File: src/rtl/booth2_pkg.sv
// Shared radix-4 Booth digit definitions, common to the encoder and decoder sides.
package booth2_pkg;

    typedef logic [2:0] booth2_digit_t;

    localparam booth2_digit_t B2_ZERO = 3'b000;
    localparam booth2_digit_t B2_P1   = 3'b001;
    localparam booth2_digit_t B2_P2   = 3'b010;
    localparam booth2_digit_t B2_M2   = 3'b110;
    localparam booth2_digit_t B2_M1   = 3'b111;

    typedef enum logic {
        COLLECT,
        HOLD
    } booth2_state_t;

endpackage

File: src/rtl/booth2_digit_value.sv
// Maps a 3-bit Booth digit code to its signed value and flags codes outside the legal set.
module booth2_digit_value
    import booth2_pkg::*;
(
    input  booth2_digit_t      i_code,
    output logic signed [2:0]  o_value,
    output logic               o_illegal
);

    always_comb begin
        o_value   = signed'(i_code);
        o_illegal = 1'b1;
        case (i_code)
            B2_ZERO, B2_P1, B2_P2, B2_M1, B2_M2: o_illegal = 1'b0;
            default:                             o_illegal = 1'b1;
        endcase
    end

endmodule

File: src/rtl/booth2_digit_decoder.sv
// Serial radix-4 Booth digit decoder: rebuilds a WIDTH-bit operand from NDIG digits, LSB first.
// Define BOOTH2_DEC_CHECK_EN to zero and flag illegal digit codes via out_err.
module booth2_digit_decoder
    import booth2_pkg::*;
#(
    parameter int WIDTH = 16
) (
    input  logic             clk,
    input  logic             rst,
    input  logic             in_valid,
    output logic             in_ready,
    input  logic [2:0]       in_digit,
    output logic             out_valid,
    input  logic             out_ready,
    output logic [WIDTH-1:0] out_value,
    output logic             out_ovf,
    output logic             out_err
);

    localparam int NDIG  = WIDTH / 2;
    localparam int IDX_W = (NDIG > 1) ? $clog2(NDIG) : 1;
    localparam logic [IDX_W-1:0] LAST_IDX = IDX_W'(NDIG - 1);

    booth2_state_t            r_state;
    logic [IDX_W-1:0]         r_idx;
    logic signed [WIDTH+1:0]  r_acc;
    logic                     r_err;
    logic                     r_in_ready;
    logic                     r_out_valid;
    logic [WIDTH-1:0]         r_out_value;
    logic                     r_out_ovf;
    logic                     r_out_err;

    logic signed [2:0]        w_raw;
    logic                     w_illegal;
    logic signed [2:0]        w_dval;
    logic                     w_chk_illegal;
    logic signed [WIDTH+1:0]  w_dsext;
    logic signed [WIDTH+1:0]  w_term;
    logic signed [WIDTH+1:0]  w_acc_nxt;
    logic [2:0]               w_top;
    logic                     w_ovf;
    logic                     w_err_nxt;

    booth2_digit_value u_dval (
        .i_code    (in_digit),
        .o_value   (w_raw),
        .o_illegal (w_illegal)
    );

`ifdef BOOTH2_DEC_CHECK_EN
    assign w_chk_illegal = w_illegal;
    assign w_dval        = w_illegal ? 3'sd0 : w_raw;
`else
    logic w_unused_illegal;
    assign w_unused_illegal = w_illegal;
    assign w_chk_illegal    = 1'b0;
    assign w_dval           = w_raw;
`endif

    // Digit weight is 4^idx; WIDTH+2 bits cover the full Booth range without wrap.
    assign w_dsext   = {{(WIDTH-1){w_dval[2]}}, w_dval};
    assign w_term    = w_dsext <<< {r_idx, 1'b0};
    assign w_acc_nxt = r_acc + w_term;
    assign w_top     = w_acc_nxt[WIDTH+1:WIDTH-1];
    assign w_ovf     = !((w_top == '0) || (w_top == '1));
    assign w_err_nxt = r_err | w_chk_illegal;

    always_ff @(posedge clk or posedge rst) begin
        if (rst) begin
            r_state     <= COLLECT;
            r_idx       <= '0;
            r_acc       <= '0;
            r_err       <= 1'b0;
            r_in_ready  <= 1'b1;
            r_out_valid <= 1'b0;
            r_out_value <= '0;
            r_out_ovf   <= 1'b0;
            r_out_err   <= 1'b0;
        end else begin
            case (r_state)
                COLLECT: begin
                    if (in_valid) begin
                        r_acc <= w_acc_nxt;
                        r_err <= w_err_nxt;
                        if (r_idx == LAST_IDX) begin
                            r_state     <= HOLD;
                            r_in_ready  <= 1'b0;
                            r_out_valid <= 1'b1;
                            r_out_value <= w_acc_nxt[WIDTH-1:0];
                            r_out_ovf   <= w_ovf;
                            r_out_err   <= w_err_nxt;
                        end else begin
                            r_idx <= r_idx + 1'b1;
                        end
                    end
                end
                HOLD: begin
                    if (out_ready) begin
                        r_state     <= COLLECT;
                        r_idx       <= '0;
                        r_acc       <= '0;
                        r_err       <= 1'b0;
                        r_in_ready  <= 1'b1;
                        r_out_valid <= 1'b0;
                        r_out_value <= '0;
                        r_out_ovf   <= 1'b0;
                        r_out_err   <= 1'b0;
                    end
                end
                default: r_state <= COLLECT;
            endcase
        end
    end

    assign in_ready  = r_in_ready;
    assign out_valid = r_out_valid;
    assign out_value = r_out_value;
    assign out_ovf   = r_out_ovf;
    assign out_err   = r_out_err;

endmodule

File: config.mk
export PLATFORM = sky130hd
export DESIGN_NAME = booth2_digit_decoder
export DESIGN_NICKNAME = d
export VERILOG_FILES = /design/src/rtl/booth2_pkg.sv /design/src/rtl/booth2_digit_value.sv /design/src/rtl/booth2_digit_decoder.sv
export SDC_FILE = /design/constraint.sdc
export NUM_CORES = 1
export LEC_CHECK = 0
export BUFFER_PORTS_ARGS = -buffer_cell sky130_fd_sc_hd__buf_4
export CAP_MARGIN = 10
export CORE_MARGIN = 2
export CORE_UTILIZATION = 60
export DETAILED_ROUTE_END_ITERATION = 16
export PLACE_DENSITY_LB_ADDON = 0.12
export SLEW_MARGIN = 20
export SYNTH_ARGS = -nofsm -noshare
export SYNTH_HDL_FRONTEND = slang
export SYNTH_SLANG_ARGS = --single-unit
export TNS_END_PERCENT = 1
File: constraint.sdc
create_clock -name clk -period 4.9 [get_ports clk]
set_input_delay 0.245 -clock clk [delete_from_list [all_inputs] [get_ports clk]]
set_output_delay 0.245 -clock clk [all_outputs]
set_load 0.005 [all_outputs]
Word-level counts from Yosys, hierarchy flattened

Cells that the tools add are included.

Register bits after elaboration: 43
Latch bits: 0
RAM bits: 0
ROM bits: 0
Word-level logic and storage cells: 56
Memories kept: 0

Add/sub/neg operators: 2
Multipliers: 0
Divide/modulo/power cells: 0
Magnitude comparators: 0
Eq/ne operators: 6
Shifts and indexed selects: 1
Mux-type cells: 30
Bitwise operators: 1
Reductions and logical operators: 7

Operators by type and width:

| kind                | number |
|---|---|
| $mux 16             | 3 |
| $mux 18             | 2 |
| $pmux 18 s2         | 1 |
| $pmux 16 s2         | 1 |
| $add 18x18->18      | 1 |
| $sshl 3x4->18       | 1 |
| $mux 1              | 14 |
| $pmux 1 s2          | 5 |
| $mux 3              | 3 |
| $ne 2x2->1 const B  | 4 |
| $eq 3x3->1 const B  | 2 |
| $pmux 3 s2          | 1 |
| $reduce_and 3->1    | 2 |
| $reduce_and 2->1    | 2 |
| $add 3x1->3 const B | 1 |
| $logic_not 3->1     | 1 |
| $logic_not 1->1     | 1 |
| $logic_or 1x1->1    | 1 |
| $not 1->1           | 1 |

Longest topological paths before layout

Gate-level depths: netlist of run 1.

Word-level depth: 8
Gate-level depth with buffers: 13
Gate-level depth less buffers: 12

By module

Synthesis of run 1 repeated with hierarchy kept, for this count alone.

Cell total of the unflattened synthesis: 329
Area total of the unflattened synthesis: 2758.9 um^2

Modules (own cells, without submodules):

| module               | times used | cells an instance | area each (um^2) |
|---|---|---|---|
| booth2_digit_decoder | 1          | 324               | 2722.6 |
| booth2_digit_value   | 1          | 5                 | 36.3 |

Worst setup path before layout of run 1

OpenSTA, ideal clock, no wires.

Path type: register -> register
Start point: register r_idx[2]
End point: register r_out_ovf, in the netlist out_ovf
Arrival time: 3060 ps
Required time: 4778 ps
Setup slack: 1718 ps
Stages on the path, launching flop included: 14
Period minus slack after synthesis: 3182 ps
Cell sequence: dfrtp_1 -> clkbuf_1 -> clkbuf_1 -> nor3_1 -> ha_1 -> inv_1 -> fa_1 -> nand2b_1 -> a21oi_1 -> a22oi_1 -> o21ai_0 -> xor2_1 -> or4_1 -> a32o_1

Longest elaborated chain between the ends: 8
Elaborated cells between the ends (all ways): 12

RTL lines:

| item                                                 | line                       | source |
|---|---|---|
| start: declaration                                   | booth2_digit_decoder.sv:25 | `logic [IDX_W-1:0] r_idx;` |
| start signal: assignment                             | booth2_digit_decoder.sv:94 | `r_idx <= r_idx + 1'b1;` |
| $sshl 3x4->18                                        | booth2_digit_decoder.sv:63 | `assign w_term = w_dsext <<< {r_idx, 1'b0};` |
| $add 18x18->18                                       | booth2_digit_decoder.sv:64 | `assign w_acc_nxt = r_acc + w_term;` |
| $eq 3x3->1 / $logic_not 3->1 (equally long branches) | booth2_digit_decoder.sv:66 | `assign w_ovf = !((w_top == '0) \|\| (w_top == '1));` |
| $logic_or 1x1->1                                     | booth2_digit_decoder.sv:66 |  |
| $logic_not 1->1                                      | booth2_digit_decoder.sv:66 |  |
| $mux 1                                               | booth2_digit_decoder.sv:86 | `if (r_idx == LAST_IDX) begin` |
| $mux 1                                               | booth2_digit_decoder.sv:83 | `if (in_valid) begin` |
| $pmux 1 s2                                           | booth2_digit_decoder.sv:81 | `case (r_state)` |
| end signal: assignment                               | booth2_digit_decoder.sv:91 | `r_out_ovf <= w_ovf;` |
| end: declaration                                     | booth2_digit_decoder.sv:31 | `logic r_out_ovf;` |

Parallel ways exist; a longest one is shown, timed or not. The select of a mux whose other input is x is not followed.
A chain may end at the register's enable or synchronous reset.

Worst setup path in the final report of run 1

Start point: register r_idx[0]
End point: register r_out_ovf, in the netlist out_ovf

The elaborated chain is that of the path after synthesis.

==> flow_metrics.env, run 1 <==
export IMPL_synth_compound_area_frac=0.234
export IMPL_synth_xor_xnor_area_share=0.0450
export IMPL_syn_nets=351
export IMPL_grt_pass1_vias=2172
export IMPL_fp_row_count=24
export IMPL_critPathLaunchType="register"
export IMPL_final_cells=394
export IMPL_num_vias=2374
export IMPL_cts_resized=0
export IMPL_max_cap_violations=0
export IMPL_worstSkewPairLatency_ps=300
export IMPL_htreeDepth=2
export IMPL_synth_fa_ha_area_frac=0.0947
export IMPL_reg2reg_depth=12
export IMPL_drc=0
export IMPL_syn2layout_area_growth_pct=10.6
export IMPL_dieHeight_um=71.4
export IMPL_switching_share=0.465
export IMPL_first_iter_violations=273
export IMPL_yosys_area_share_simple=0.192
export IMPL_hold_buffers=0
export IMPL_diodes=0
export IMPL_io_buffers=25
export IMPL_crit_type="reg2reg"
export IMPL_pwr_share_clk=0.098
export IMPL_p_sw_mw=1.04
export IMPL_viasPerCell=6.03
export IMPL_fmax_mhz=284
export IMPL_worstMarginPinSlew_ps=998
export IMPL_pwr_share_comb=0.614
export IMPL_path_max_fanout=17
export IMPL_critPathLaunch="r_idx[0]$_DFFE_PP0P_"
export IMPL_wl_per_cell_um=15.5
export IMPL_p_int_mw=1.20
export IMPL_layout_nets=368
export IMPL_async_flop_share=1.00
export IMPL_worstPathArrival_ps=3710
export IMPL_start_util=0.625
export IMPL_worstPathRequired_ps=5090
export IMPL_outcome="complete, no violations"
export IMPL_ant_nets=0
export IMPL_dp_cells=386
export IMPL_power_per_cell_area_nw_per_um2=745
export IMPL_leakagePower_nw=1.40
export IMPL_io_pin_count=27
export IMPL_irDropWorstVdd_uv=359
export IMPL_yosysWarnings=0
export IMPL_setup_violations=0
export IMPL_ys_seq_area_frac=0.377
export IMPL_synthDistinctLibCells=53
export IMPL_grt_max_degree=42
export IMPL_cts_buffers=5
export IMPL_routed_wl_um=6090
export IMPL_dr_pass1_iters=4
export IMPL_slew_viol_final=0
export IMPL_tns_ps=0
export IMPL_post_route_min_period_ps=3520
export IMPL_cts_root_buf="clkbuf_8"
export IMPL_die_area_sq_um=5090
export IMPL_synth_top_family_by_area="compound AO/OA/AOI/OAI gates"
export IMPL_synthCells=324
export IMPL_grt_use_total=0.260
export IMPL_cts_sinks=41
export IMPL_power_frac_seq=0.288
export IMPL_clockBufferDepth=2
export IMPL_hold_ws_ps=67.9
export IMPL_netlist_area_sq_um=2720
export IMPL_fin_skew_ps=10.2
export IMPL_synth_area_mux_share=0.0119
export IMPL_drive_gt1_frac=0.129
export IMPL_rsz0062_at_grt="false"
export IMPL_post_route_period_util=0.718
export IMPL_end_kind="register"
export IMPL_cts_setup_buffers=0
export IMPL_max_slew_margin_rel=0.330
export IMPL_place_hpwl_um=4520
export IMPL_hp_class="in2async"
export IMPL_hold_violations=0
export IMPL_worst_r2r_endpoint="out_ovf$_DFFE_PP0P_"
export IMPL_cts_tree="done"
export IMPL_r2r_start="r_idx[0]$_DFFE_PP0P_"
export IMPL_reg2reg_slack_ps=1380
export IMPL_syn_area_per_cell_sq_um=8.40
export IMPL_synth_edf_count=0
export IMPL_clkTransAtPathRegs_ps=80
export IMPL_place_area_sq_um=2920
export IMPL_core_sq_um=4350
export IMPL_finalInstanceArea_sq_um=3010
export IMPL_grt_pass1_wl_um=10500
export IMPL_overflow=0
export IMPL_die_w_um=71.4
export IMPL_ys_ff_latch=41
export IMPL_ys_flop_type="dfrtp_1"
export IMPL_gp_congestion=0.860
export IMPL_grt_antenna_before_repair=0
-- power by group through the flow --
stage | logic [mW] | registers, mW | clock network [mW]
floorplan | 1.07 | 0.592 | 0
CTS | 1.37 | 0.645 | 0.224
global route | 1.55 | 0.673 | 0.240
finish | 1.38 | 0.646 | 0.220
global placement | 1.34 | 0.643 | 0
detailed placement | 1.35 | 0.651 | 0
-- per-stage QoR --
| stage | util | setup slack [ps] | power [mW] |
|---|---|---|---|
| 2_1_floorplan | - | 1720 | 1.66 |
| 3_3_place_gp | 0.670 | 1530 | 1.98 |
| 3_5_place_dp | 0.670 | 1430 | 2.00 |
| 4_1_cts | 0.690 | 1420 | 2.23 |
| 5_1_grt | 0.692 | 1060 | 2.46 |
| 6_report | 0.692 | 1380 | 2.24 |
-- layout by cell type (no fill, tap or decap), types with 5 or more instances in the layout --
master / count
a21oi_1: 28
a22o_1: 6
buf_4: 27
clkbuf_8: 5
dfrtp_1: 40
ha_1: 19
inv_1: 10
nand2_1: 58
nand2b_1: 10
nand3_1: 13
nor2_1: 13
nor3_1: 6
o21ai_0: 29
o21ai_1: 8
o31ai_1: 7
xnor2_1: 9
xor2_1: 5
-- critical path: stages, from the launching register on --
cell	delay, ps
dfrtp_1	560
nand2b_1	240
nor3_1	140
ha_1	210
inv_1	60
fa_1	380
nand2b_1	190
a21oi_1	300
a22oi_1	130
o21ai_0	280
xor2_1	150
or4_1	520
a32o_1	260
-- cell usage after synthesis (2+ instances only) --
master | number | area (sq um)
a21oi_1 | 29 | 145
a22o_1 | 6 | 52.6
a31oi_1 | 3 | 18.8
a32o_1 | 2 | 20.0
clkbuf_1 | 14 | 52.6
dfrtp_1 | 40 | 1000
ha_1 | 19 | 238
inv_1 | 10 | 37.5
nand2_1 | 58 | 218
nand2b_1 | 10 | 62.6
nand3_1 | 13 | 65.1
nand3b_1 | 3 | 22.5
nand4_1 | 2 | 12.5
nor2_1 | 13 | 48.8
nor2b_1 | 3 | 18.8
nor3_1 | 6 | 30.0
o211ai_1 | 2 | 15.0
o21ai_0 | 29 | 145
o21ai_1 | 8 | 40.0
o22ai_1 | 2 | 12.5
o31ai_1 | 7 | 52.6
or3_1 | 2 | 12.5
xnor2_1 | 9 | 78.8
xor2_1 | 5 | 43.8
-- sequential cells by signal, summed over array words and instances, names as in the netlist --
signal	count
out_ovf	1
r_idx	3
in_ready	1
r_state	1
out_value	16
out_valid	1
r_acc	18
-- layout make-up --
| type | count | area, sq um |
|---|---|---|
| Multi-Input combinational cell | 255 | 1590 |
| Timing Repair Buffer | 27 | 203 |
| Fill cell | 357 | 1340 |
| Sequential cell | 41 | 1030 |
| Clock buffer | 5 | 68.8 |
| Tap cell | 52 | 65.1 |
| Inverter | 11 | 41.3 |
| Clock inverter | 3 | 17.5 |
-- routing by layer --
layer  share of wire  global-route usage  up-vias
li1                -                   -     1184
met1            0.47               0.370     1112
met2            0.47               0.405       68
met3           0.045              0.0422       10
met4           0.017              0.0839        0
met5               0                   0        -
-- how the worst max path moves through the flow --
stage	end	slack [ps]
after detailed placement	out_ovf$_DFFE_PP0P_	1430
after global routing	out_ovf$_DFFE_PP0P_	1060
final	out_ovf$_DFFE_PP0P_	1380
after global placement	out_ovf$_DFFE_PP0P_	1530
after CTS	out_ovf$_DFFE_PP0P_	1420
after floorplan	out_ovf$_DFFE_PP0P_	1720
-- logic make-up (layout without fill, tap and decap cells) --
family                     count (synthesis)  after routing
and+or+nand+nor                          115            115
AOI/OAI and AO/OA                        102            102
DFF                                       41             41
buffers and inverters                     28             46
adders and majority gates                 20             20
xor gates and xnor gates                  14             14
muxes                                      3              3
other                                      1              1
Power figures use the tool's default switching activity.
==> run 2, diff against run 1 <==
--- a/config.mk
+++ b/config.mk
@@ -5,6 +5,7 @@
 export SDC_FILE = /design/constraint.sdc
 export NUM_CORES = 1
 export LEC_CHECK = 0
+export ABC_AREA = 1
 export BUFFER_PORTS_ARGS = -buffer_cell sky130_fd_sc_hd__buf_4
 export CAP_MARGIN = 10
 export CORE_MARGIN = 2
==> constraint.sdc (replaced) <==
create_clock -name clk -period 3.3 [get_ports clk]
set_input_delay 0.165 -clock clk [delete_from_list [all_inputs] [get_ports clk]]
set_output_delay 0.165 -clock clk [all_outputs]
set_load 0.005 [all_outputs]
==> run 2 against run 1 <==
Compared with the run above: cell count is 22% higher; sequential cell count stayed put; clock-buffer cell count is 1 higher; register-to-register slack worse by 920 ps; core utilization is 0.91 points higher; critical path depth is 2 higher; via count is 11% higher; setup slack worse by 920 ps; hold slack worse by 30 ps; sequential share of layout area is 1.1 points lower; critical endpoint unchanged.
==> flow_metrics.env, run 2 <==
export IMPL_outcome="complete, no violations"
export IMPL_netlist_area_sq_um=2810
export IMPL_die_w_um=72.5
export IMPL_yosysMostFrequentCell="nand2_1"
export IMPL_grt_pass1_wl_um=11400
export IMPL_clockBufferDepth=2
export IMPL_dieHeight_um=72.5
export IMPL_ys_seq_area_frac=0.365
export IMPL_cts_resized=0
export IMPL_cts_tree="done"
export IMPL_max_cap_violations=0
export IMPL_fin_skew_ps=9.48
export IMPL_worst_r2r_endpoint="out_ovf$_DFFE_PP0P_"
export IMPL_layout_common_cells="nand2_1 (133), inv_1 (46), dfrtp_1 (40), o21ai_0 (33)"
export IMPL_cts_setup_buffers=0
export IMPL_core_sq_um=4440
export IMPL_reg2reg_depth=14
export IMPL_finalInstanceArea_sq_um=3110
export IMPL_setup_violations=0
export IMPL_first_iter_violations=291
export IMPL_syn_nets=431
export IMPL_synthDistinctLibCells=31
export IMPL_end_kind="register"
export IMPL_htreeDepth=2
export IMPL_path_max_fanout=19
export IMPL_drc=0
export IMPL_layout_nets=456
export IMPL_synth_area_leader_cell="dfrtp_1"
export IMPL_tns_ps=0
export IMPL_place_area_sq_um=3030
export IMPL_routed_wl_um=6950
export IMPL_reg2reg_slack_ps=460
export IMPL_ys_top_cells_by_count="nand2_1 (133), inv_1 (46), dfrtp_1 (40)"
export IMPL_worstPathRequired_ps=3500
export IMPL_diodes=0
export IMPL_ant_nets=0
export IMPL_grt_pass1_vias=2351
export IMPL_post_route_min_period_ps=2840
export IMPL_largest_reg_flops=18
export IMPL_cts_buffers=5
export IMPL_cts_sinks=41
export IMPL_viasPerCell=5.49
export IMPL_r2r_start="r_idx[2]$_DFFE_PP0P_"
export IMPL_overflow=0
export IMPL_fp_row_count=24
export IMPL_num_vias=2647
export IMPL_hp_class="in2reg"
export IMPL_synthTopCellsByArea="dfrtp_1 (36%), nand2_1 (18%), ha_1 (8.5%)"
export IMPL_rsz0062_at_grt="false"
export IMPL_async_flop_share=1.00
export IMPL_post_route_period_util=0.861
export IMPL_critPathLaunchType="register"
export IMPL_dr_pass1_iters=4
export IMPL_crit_type="reg2reg"
export IMPL_grt_use_total=0.286
export IMPL_die_area_sq_um=5250
export IMPL_syn2layout_area_growth_pct=10.8
export IMPL_worstSkewPairLatency_ps=300
export IMPL_final_common_cell="nand2_1"
export IMPL_start_util=0.633
export IMPL_grt_max_degree=29
export IMPL_max_slew_margin_rel=0.361
export IMPL_gp_congestion=0.973
export IMPL_place_hpwl_um=5430
export IMPL_clkTransAtPathRegs_ps=80
export IMPL_critPathLaunch="r_idx[2]$_DFFE_PP0P_"
export IMPL_synth_edf_count=0
export IMPL_worstMarginPinSlew_ps=958
export IMPL_slew_viol_final=0
export IMPL_io_buffers=25
export IMPL_yosysWarnings=0
export IMPL_synthCells=404
export IMPL_yosys_area_top_type_share=0.356
export IMPL_hold_buffers=0
export IMPL_drive_gt1_frac=0.119
export IMPL_hold_violations=0
export IMPL_cts_root_buf="clkbuf_8"
export IMPL_critPathCapture="out_ovf$_DFFE_PP0P_"
export IMPL_worstPathArrival_ps=3040
export IMPL_ys_flop_type="dfrtp_1"
export IMPL_io_pin_count=27
export IMPL_top_register="r_acc"
export IMPL_fmax_mhz=352
export IMPL_ys_ff_latch=41
export IMPL_syn_area_per_cell_sq_um=6.96
export IMPL_wl_per_cell_um=14.4
export IMPL_grt_antenna_before_repair=0
run 2: cell type report:
cell class / count / area, sq um
Clock inverter: 2 / 15.0
Timing Repair Buffer: 26 / 195
Tap cell: 52 / 65.1
Fill cell: 383 / 1330
Sequential cell: 41 / 1030
Multi-Input combinational cell: 309 / 1570
Inverter: 46 / 173
Clock buffer: 6 / 72.6
run 2: stage by stage:
step                      worst slack, ps  instances  hold WS, ps   util
after floorplan                       961        404          261      -
after detailed placement              533        474          362  0.681
final                                 457        482         38.3  0.701
after global routing                  181        482         52.0  0.701
after global placement                569        474          357  0.681
after CTS                             525        482         38.6  0.701
run 2: logic make-up (layout without fill, tap and decap cells):
kind of cell               Yosys count  in the layout  synth area share
xor gates and xnor gates             2              2           0.00623
other                                1              1           0.00133
AOI/OAI and AO/OA                   76             76             0.138
and+or+nand+nor                    210            210             0.320
DFF                                 41             41             0.365
buffers and inverters               54             80            0.0774
adders and majority gates           20             20            0.0917
run 2: how the worst min path moves through the flow:
stage          cells after the start  startpoint                 to
5_1_grt                            2   out_ready  r_state$_DFF_PP0_
6_report                           2   out_ready  r_state$_DFF_PP0_
4_1_cts                            2   out_ready  r_state$_DFF_PP0_
3_5_place_dp                       2   out_ready  r_state$_DFF_PP0_
3_3_place_gp                       2   out_ready  r_state$_DFF_PP0_
2_1_floorplan                      1   out_ready  r_state$_DFF_PP0_
run 2: critical path: stages (launching register included):
cell     delay (ps)
dfrtp_1         590
nor2_1          480
a21oi_1         130
ha_1            400
nand2_1          90
nor2_1          190
nand3_1         160
nand3_2         130
nand2_1         100
nand2_1         100
nand2_1          60
nand2_1          90
nand2_1          60
nand3_1          90
nand2_1          60
run 2: layer usage:
layer  up-vias  GRT usage  routed length (um)
li1       1346          -                   -
met1      1223      0.449                3430
met2        72      0.416                3030
met3         6     0.0431                 414
met4         0     0.0741                  78
met5         -          0                   0
Power of run 2 is left out: the tool's default activity adds up to more than one toggle a clock period on the data nets, which glitch-free logic cannot reach.
==> run 3, diff against run 2 <==
--- a/config.mk
+++ b/config.mk
@@ -11,6 +11,7 @@
 export CORE_MARGIN = 2
 export CORE_UTILIZATION = 60
 export DETAILED_ROUTE_END_ITERATION = 16
+export HOLD_SLACK_MARGIN = 0.08
 export PLACE_DENSITY_LB_ADDON = 0.12
 export SLEW_MARGIN = 20
 export SYNTH_ARGS = -nofsm -noshare
==> constraint.sdc (replaced) <==
create_clock -name clk -period 3.3 [get_ports clk]
set_input_delay 0.495 -clock clk [delete_from_list [all_inputs] [get_ports clk]]
set_output_delay 0.495 -clock clk [all_outputs]
set_load 0.005 [all_outputs]
==> run 3 against run 2 <==
Compared with the run above: critical path depth up 1; wire length up 2.2%; sequential cell count unchanged; setup slack better by 110 ps; cell count up 0.21%; register-to-register slack better by 110 ps; non-clock buffer count up 1; via count up 1.9%; sequential share of layout area down 0.33 points.
==> flow_metrics.env, run 3 (synthesized netlist as in run 2, its figures left out) <==
export IMPL_outcome="complete, no violations"
export IMPL_worstMarginPinSlew_ps=593
export IMPL_syn2layout_area_growth_pct=11.9
export IMPL_power_total_mw=3.86
export IMPL_num_vias=2698
export IMPL_hp_class="in2async"
export IMPL_diodes=0
export IMPL_power_per_cell_area_nw_per_um2=1230
export IMPL_cts_buffers=5
export IMPL_first_iter_violations=347
export IMPL_htreeDepth=2
export IMPL_setup_violations=0
export IMPL_path_max_fanout=6
export IMPL_die_area_sq_um=5250
export IMPL_critPathLaunchType="register"
export IMPL_clkTransAtPathRegs_ps=80
export IMPL_hold_buffers=0
export IMPL_overflow=0
export IMPL_post_route_min_period_ps=2740
export IMPL_rsz0062_at_grt="false"
export IMPL_r2r_start="r_idx[0]$_DFFE_PP0P_"
export IMPL_finalInstanceArea_sq_um=3150
export IMPL_grt_use_total=0.301
export IMPL_multi_input_area_sq_um=1570
export IMPL_ant_nets=0
export IMPL_io_buffers=25
export IMPL_cts_setup_buffers=0
export IMPL_start_util=0.633
export IMPL_irDropWorstVdd_uv=591
export IMPL_slew_viol_final=0
export IMPL_hold_violations=0
export IMPL_grt_antenna_before_repair=0
export IMPL_io_pin_count=27
export IMPL_cts_root_buf="clkbuf_8"
export IMPL_cts_tree="done"
export IMPL_grt_pass1_wl_um=12000
export IMPL_die_w_um=72.5
export IMPL_drc=0
export IMPL_n_fill_cell=392
export IMPL_grt_pass1_vias=2485
export IMPL_leakagePower_nw=1.74
export IMPL_drive_gt1_frac=0.121
export IMPL_use_met2=0.448
export IMPL_ff_latch_area_sq_um=1030
export IMPL_grt_max_degree=42
export IMPL_fmax_mhz=365
export IMPL_layout_common_cells="nand2_1 (133), inv_1 (46), dfrtp_1 (40), o21ai_0 (33)"
export IMPL_clockBufferDepth=2
export IMPL_top_register="r_acc"
export IMPL_max_cap_violations=0
export IMPL_routed_wl_um=7100
export IMPL_use_met3=0.0611
export IMPL_hold_ws_ps=335
export IMPL_viasPerCell=5.59
export IMPL_postLayoutCoreUtil=0.708
export IMPL_core_sq_um=4440
export IMPL_place_area_sq_um=3030
export IMPL_end_kind="register"
export IMPL_fp_row_count=24
export IMPL_worstSkewPairLatency_ps=290
export IMPL_place_hpwl_um=5450
export IMPL_wl_per_cell_um=14.7
export IMPL_layout_nets=457
export IMPL_critPathLaunch="r_idx[0]$_DFFE_PP0P_"
export IMPL_final_common_cell="nand2_1"
export IMPL_cts_sinks=41
export IMPL_worstPathRequired_ps=3450
export IMPL_largest_reg_flops=18
export IMPL_top_usage_layer="met1"
export IMPL_gp_congestion=0.982
export IMPL_tns_ps=0
export IMPL_dr_pass1_iters=5
export IMPL_use_met1=0.450
export IMPL_dieHeight_um=72.5
export IMPL_post_route_period_util=0.829
export IMPL_worstPathArrival_ps=2890
export IMPL_max_slew_margin_rel=0.604
export IMPL_fin_skew_ps=7.31
export IMPL_cts_resized=0
export IMPL_crit_type="reg2reg"
## run 3: cell count changes in the layout (fill, tap and decap cells not counted), sizes merged
cell	change
clkinvlp	-2
bufinv	+1
clkinv	+1
buf	+1
## run 3: area by class of cell
type,instances,share of cell area
Clock buffer,6,0.0231
Clock inverter,2,0.0123
Inverter,46,0.0549
Multi-Input combinational cell,309,0.498
Sequential cell,41,0.327
Tap cell,52,0.0207
Timing Repair Buffer,27,0.0644
## run 3: layer usage
| metal | share of wire | wire [um] |
|---|---|---|
| met1 | 0.48 | 3430 |
| met4 | 0.012 | 87 |
| met2 | 0.44 | 3130 |
| met5 | 0 | 0 |
| met3 | 0.064 | 457 |
## run 3: worst max-delay path, stage by stage (launching register included)
cell and delay, ps:
dfrtp_1 460, nor2_1 190, nand2_1 120, nor2_1 120
ha_1 270, inv_1 80, fa_1 380, inv_1 100
nand2_1 60, nand2_1 70, and2_1 160, nand3_1 100
nand3_2 90, a21oi_1 60, o21ai_0 180, o21ai_0 150
## run 3: where the power goes
group	switching, mW	total, mW	internal [mW]	leakage [nW]
sequential	0.161	0.905	0.744	0.511
clock	0.184	0.411	0.227	0.0554
combinational	1.62	2.54	0.925	1.17
total	1.96	3.86	1.90	1.74
## run 3: per-stage QoR
| stage | setup WS [ps] | instances |
|---|---|---|
| 2_1_floorplan | 961 | 404 |
| 3_3_place_gp | 529 | 475 |
| 3_5_place_dp | 506 | 475 |
| 4_1_cts | 595 | 483 |
| 5_1_grt | 226 | 483 |
| 6_report | 563 | 483 |
## run 3: path summary, 6_finish.rpt
kind | to | slack, ps | depth (start not counted)
worst max-delay path | r_acc[6]$_DFFE_PP0P_ | 560 | 15
worst min-delay path | out_value[5]$_DFFE_PP0P_ | 330 | 3
worst max register to register | r_acc[6]$_DFFE_PP0P_ | 560 | 15
worst min register to register | in_ready$_DFFE_PP1P_ | 470 | 2
max in group asynchronous | in_ready$_DFFE_PP1P_ | 2600 | 3
min in group clk | r_state$_DFF_PP0_ | 400 | 2
